**src/rtl/instr_encoder_if.sv**
```systemverilog
// Request and IR-bus handshake bundle for instr_encoder.
// master = requester/consumer side, slave = the encoder itself.
interface instr_encoder_if;
  logic       req_valid;
  logic       req_ready;
  logic [2:0] req_cmd;
  logic [5:0] req_imm;
  logic       req_dst;
  logic       req_src;
  logic [7:0] ir;
  logic       ir_valid;
  logic       ir_ready;

  modport master (
    output req_valid, req_cmd, req_imm, req_dst, req_src, ir_ready,
    input  req_ready, ir, ir_valid
  );

  modport slave (
    input  req_valid, req_cmd, req_imm, req_dst, req_src, ir_ready,
    output req_ready, ir, ir_valid
  );
endinterface

```
**src/rtl/instr_encoder.sv**
```systemverilog
// Instruction issue front-end: encodes symbolic requests to ISA bytes, queues them, issues on IR.
// Optional macro INSTR_ENC_COUNT_EN adds a 16-bit issue counter output (issue_cnt).
module instr_encoder #(
  parameter int DEPTH = 4,
  parameter int PTR_W = 2
) (
  input  logic             clk,
  input  logic             clr_n,
  instr_encoder_if.slave   bus,
  input  logic             resume,
  output logic             err,
  output logic             halted,
`ifdef INSTR_ENC_COUNT_EN
  output logic [15:0]      issue_cnt,
`endif
  output logic [1:0]       state_dbg
);

  // Handshakes: a request transfers on a rising edge where req_valid && req_ready;
  // the head entry on ir is consumed on a rising edge where ir_valid && ir_ready.

  typedef enum logic [1:0] {RUN = 2'd0, DRAIN = 2'd1, HALTED = 2'd2} state_t;

  localparam logic [PTR_W:0] FULL_CNT = (PTR_W+1)'(DEPTH);
  localparam logic [7:0]     OP_HALT  = 8'hFF;
  localparam logic [7:0]     OP_NOP   = 8'hC0;

  state_t           state, state_nx;
  logic [7:0]       mem [DEPTH];
  logic [PTR_W-1:0] wr_ptr, rd_ptr, rd_ptr_nx;
  logic [PTR_W:0]   count, count_nx;
  logic [7:0]       enc, head_nx;
  logic             legal, accept, push, pop, valid_nx;

  always_comb begin
    enc   = OP_NOP;
    legal = 1'b1;
    case (bus.req_cmd)
      3'd0:    enc = {2'b00, bus.req_imm};
      3'd1:    enc = {2'b01, bus.req_imm};
      3'd2:    enc = {3'b100, bus.req_dst, 1'b0, bus.req_src, 2'b00};
      3'd3:    enc = OP_HALT;
      3'd4:    enc = OP_NOP;
      default: legal = 1'b0;
    endcase
  end

  assign accept = bus.req_valid && bus.req_ready;
  assign push   = accept && legal;
  assign pop    = bus.ir_valid && bus.ir_ready;

  always_comb begin
    count_nx  = count + {{PTR_W{1'b0}}, push} - {{PTR_W{1'b0}}, pop};
    rd_ptr_nx = pop ? rd_ptr + PTR_W'(1) : rd_ptr;
    state_nx  = state;
    case (state)
      RUN:     if (push && enc == OP_HALT) state_nx = DRAIN;
      DRAIN:   if (pop && bus.ir == OP_HALT) state_nx = HALTED;
      HALTED:  if (resume) state_nx = RUN;
      default: state_nx = RUN;
    endcase
    // A byte pushed into the slot that becomes head this edge is not in mem yet.
    head_nx  = (push && rd_ptr_nx == wr_ptr) ? enc : mem[rd_ptr_nx];
    valid_nx = (count_nx != '0) && (state_nx != HALTED);
  end

  always_ff @(posedge clk) begin
    if (push) mem[wr_ptr] <= enc;
  end

  always_ff @(posedge clk or negedge clr_n) begin
    if (!clr_n) begin
      state         <= RUN;
      wr_ptr        <= '0;
      rd_ptr        <= '0;
      count         <= '0;
      err           <= 1'b0;
      bus.req_ready <= 1'b0;
      bus.ir_valid  <= 1'b0;
      bus.ir        <= OP_NOP;
    end else begin
      state         <= state_nx;
      count         <= count_nx;
      rd_ptr        <= rd_ptr_nx;
      if (push) wr_ptr <= wr_ptr + PTR_W'(1);
      err           <= accept && !legal;
      bus.req_ready <= (state_nx == RUN) && (count_nx != FULL_CNT);
      bus.ir_valid  <= valid_nx;
      bus.ir        <= valid_nx ? head_nx : OP_NOP;
    end
  end

`ifdef INSTR_ENC_COUNT_EN
  always_ff @(posedge clk or negedge clr_n) begin
    if (!clr_n)   issue_cnt <= 16'd0;
    else if (pop) issue_cnt <= issue_cnt + 16'd1;
  end
`endif

  assign halted    = (state == HALTED);
  assign state_dbg = state;

endmodule
```
**src/flat_wrapper.sv**
```systemverilog
// flat-port wrapper written by rule: the top's interface ports become plain ports
module instr_encoder_flat 
#(
  parameter int DEPTH = 4,
  parameter int PTR_W = 2
)
  (clk, clr_n, resume, err, halted, state_dbg, bus_req_valid, bus_req_cmd, bus_req_imm, bus_req_dst, bus_req_src, bus_ir_ready, bus_req_ready, bus_ir, bus_ir_valid);
  instr_encoder_if bus_i ();
  input  logic clk;
  input  logic clr_n;
  input  logic resume;
  output logic err;
  output logic halted;
  output logic [1:0] state_dbg;
  input wire logic [$bits(bus_i.req_valid)-1:0] bus_req_valid;
  input wire logic [$bits(bus_i.req_cmd)-1:0] bus_req_cmd;
  input wire logic [$bits(bus_i.req_imm)-1:0] bus_req_imm;
  input wire logic [$bits(bus_i.req_dst)-1:0] bus_req_dst;
  input wire logic [$bits(bus_i.req_src)-1:0] bus_req_src;
  input wire logic [$bits(bus_i.ir_ready)-1:0] bus_ir_ready;
  output wire logic [$bits(bus_i.req_ready)-1:0] bus_req_ready;
  output wire logic [$bits(bus_i.ir)-1:0] bus_ir;
  output wire logic [$bits(bus_i.ir_valid)-1:0] bus_ir_valid;
  assign bus_i.req_valid = bus_req_valid;
  assign bus_i.req_cmd = bus_req_cmd;
  assign bus_i.req_imm = bus_req_imm;
  assign bus_i.req_dst = bus_req_dst;
  assign bus_i.req_src = bus_req_src;
  assign bus_i.ir_ready = bus_ir_ready;
  assign bus_req_ready = bus_i.req_ready;
  assign bus_ir = bus_i.ir;
  assign bus_ir_valid = bus_i.ir_valid;
  instr_encoder #(.DEPTH(DEPTH), .PTR_W(PTR_W)) u_core (.clk(clk), .clr_n(clr_n), .bus(bus_i), .resume(resume), .err(err), .halted(halted), .state_dbg(state_dbg));
endmodule
```
**config.mk**
```make
export PLATFORM = sky130hd
export DESIGN_NAME = instr_encoder_flat
export DESIGN_NICKNAME = d
export VERILOG_FILES = /design/src/rtl/instr_encoder_if.sv /design/src/rtl/instr_encoder.sv /design/src/flat_wrapper.sv
export SDC_FILE = /design/constraint.sdc
export NUM_CORES = 1
export LEC_CHECK = 0
export ABC_AREA = 1
export CORE_UTILIZATION = 52
export CTS_BUF_LIST = sky130_fd_sc_hd__clkbuf_2
export DETAILED_ROUTE_END_ITERATION = 8
export PLACE_DENSITY = 0.79
export SETUP_SLACK_MARGIN = 0.4
export SYNTH_ARGS = -nofsm -noshare
export SYNTH_HDL_FRONTEND = slang
export SYNTH_SLANG_ARGS = --single-unit
```
**constraint.sdc**
```tcl
create_clock -name clk -period 2 [get_ports clk]
set_input_delay 0.2 -clock clk [delete_from_list [all_inputs] [get_ports clk]]
set_output_delay 0.2 -clock clk [all_outputs]
set_load 0.02 [all_outputs]
```
==> metrics <==
total track usage=approximately 24%; NumNets Final=approximately 350; CP arrival=2530 ps; Post-synth EDFFs=32; status=complete, but fails checks; Sequential Power Share=37.8%; Fin. Hold Viols=0; total power=~0.0040 W; distinct cell type count after synthesis=26; Die ar.=5020 um^2; Clock Sinks=52; syn nets=around 280; Post-synth ARST share=38.5%; Initial Util=55.4%; CTS buffer count=5; Clock power frac=10.1%; Pwr Density=1260 nW/um^2; layout cells sized above 1=23.5%; reg2reg start=u_core.bus.ir_valid; max cap viols=0; min-delay worst type=input pin to async pin; DRC Markers=0; sequential area share after synthesis=59.4%; Worst VDD drop=0.661 mV; highest clock rate=467 MHz; grt ovf=0; post-synthesis register bit count=52; dpl ws=-394 ps; failing checks=negative setup slack; height of the die=70.8 um; Clock Latency Late Sink=approximately 430 ps; RSZ-0062 raised after global routing=true; die width=approximately 71 um; Final ANT Viol Nets=0; Worst Setup Start Kind=flop; Yosys Warn Count=0; minimum clock period=between 2000 and 2500 ps; Critical Path RT=2390 ps; RD Place Congestion=approximately 0.87; post-DP HPWL=just over 4000 um; clk buf depth=2; Crit. Startpoint=u_core.bus.ir_valid; Syn Area/Cell=approximately 9.4 um^2; Slew HR=69.7%; Port Buffers=29; Area Growth Syn to Fin=28.0%; period utilisation layout=107%; vias per inst=5.15; fin util=70.9%; WS Path Type=flop to flop; drt pass-1 iters=4; initial antenna violation count=0; Via Count=1,931; Static Leak=1.50 nW; Clk pin slew, worst setup/hold paths=250 ps; global-route wire length before repair=8890 um; setup ws final=-140 ps; Core Box Area=4440 um^2; Worst Skew=18.1 ps; cells after synthesis=261; ANT cells=0; ys flop type=edfxtp_1; max-slew violation count=0; H-tree levels=2; cell internal pwr=between 0.002 and 0.0025 W; routed length per instance=14.6 um; Comb pwr share=52.1%; TritonCTS clock tree=built; Sw Pwr=approximately 0.0017 W; largest net degree at the start of global routing=21; vias in the first global route=between 1,500 and 2,000; Worst Setup End Kind=flop; Root Driver=clkbuf_2; Slew @ Worst Pin=450 ps; Setup violations, final=10; worst-path fanout max=6; Switching Fraction=42.9%; drt total wl=5460 um; Ports=30; Initial DRC Count=80; area of the mapped netlist=around 2500 um^2; FP Rows=24
cells in the final DEF, fill, tap and decap left out, drive strengths merged:
cell | synthesis | routed
fa | 1 | 1
xor2 | 2 | 2
clkbuf | 1 | 7
and3 | 1 | 1
a21oi | 2 | 2
inv | 38 | 39
edfxtp | 32 | 32
nor2 | 24 | 24
nand4 | 2 | 2
dlygate4sd2 | 0 | 12
xnor2 | 1 | 1
clkdlybuf4s50 | 0 | 15
clkinvlp | 0 | 1
dfstp | 2 | 2
ha | 6 | 6
nand3 | 42 | 42
dfrtp | 18 | 18
clkdlybuf4s15 | 0 | 1
nand2 | 79 | 79
buf | 3 | 29
o21ai | 7 | 7
worst max-delay path: stages (launching register included):
cell,delay (ps)
dfrtp_2,480
nand2_2,80
inv_2,50
ha_4,250
inv_2,40
ha_4,150
fa_2,560
nor2_2,50
inv_1,40
nor2_1,40
nor2_1,160
inv_2,100
nor2_2,110
per-stage QoR:
step / cells / hold slack (ps) / TNS (ps) / instance area, um^2
floorplan: 261 / -95.6 / -567 / 2500
CTS: 373 / 60.1 / -641 / 3130
detailed placement: 362 / 560 / -3680 / 3050
finish: 375 / 56.7 / -1130 / 3150
global route: 375 / 52.7 / -1830 / 3150
global placement: 362 / 557 / -2520 / 3050
cell usage after synthesis (2+ instances only):
library cell / count / area (um^2)
ha_1: 6 / 75.1
inv_2: 3 / 11.3
nand4_1: 2 / 12.5
inv_1: 35 / 131
nor2_1: 23 / 86.3
o21ai_1: 2 / 10.0
nand2_2: 3 / 18.8
dfstp_2: 2 / 52.6
nand3_1: 41 / 205
nand2_1: 75 / 282
xor2_1: 2 / 17.5
dfrtp_1: 18 / 450
edfxtp_1: 32 / 961
o21ai_0: 5 / 25.0
timing repair:
| item | in CTS | in global routing |
|---|---|---|
| hold buffers | 0 | 0 |
| setup endpoints to repair | 26 | 14 |
| gates resized for setup | 25 | 9 |
| pin swaps | 7 | 7 |
| buffers inserted | 3 | 2 |
power by group through the flow:
stage | logic, W | registers (W) | clock network, W
floorplan | 0.00105 | 0.00163 | 0
global placement | 0.00179 | 0.00152 | 0
detailed placement | 0.00188 | 0.00152 | 0
CTS | 0.00193 | 0.00150 | 0.000404
global route | 0.00225 | 0.00152 | 0.000439
finish | 0.00206 | 0.00150 | 0.000399
area by class of cell:
cell class	count	area, um^2
fill	338	1290
clock buffer	6	30.0
tap	52	65.1
multi-input combinational	167	910
sequential	52	1470
clock inverter	2	11.3
inverter	38	143
timing repair buffer	58	529
cell families (layout without fill, tap and decap cells):
family,after synthesis,in the layout,share of synthesized area (%)
flip-flops,52,52,59.4
XOR/XNOR,3,3,1.07
buffers and inverters,42,104,6.91
AO/OA/AOI/OAI,9,9,2.29
AND/OR/NAND/NOR,148,148,26.5
adder cells (fa/ha/maj),7,7,3.86
sequential cells by signal (all words and copies together) (netlist names):
signal / cells
u_core.mem: 32
u_core.bus.ir: 8
u_core.count: 3
u_core.rd_ptr: 2
u_core.state_dbg: 2
u_core.wr_ptr: 2
u_core.bus.ir_valid: 1
u_core.bus.req_ready: 1
u_core.err: 1
final timing paths:
path,cells past startpoint,slack (ps),to
max in group asynchronous,2,1680,u_core.bus.ir[6]
max,12,-140,u_core.bus.ir[4]
min reg2reg,1,590,u_core.wr_ptr[0]
min in group clk,3,380,u_core.err
max reg2reg,12,-140,u_core.bus.ir[4]
min,2,60,u_core.bus.ir[2]
per-layer routing:
metal	up-vias	global-route usage [%]	routed length, um
li1	960	-	-
met1	890	30.1	2370
met2	68	41.3	2720
met3	13	4.70	230
met4	0	10.0	131
met5	-	0	0
Power figures use the tool's default switching activity.
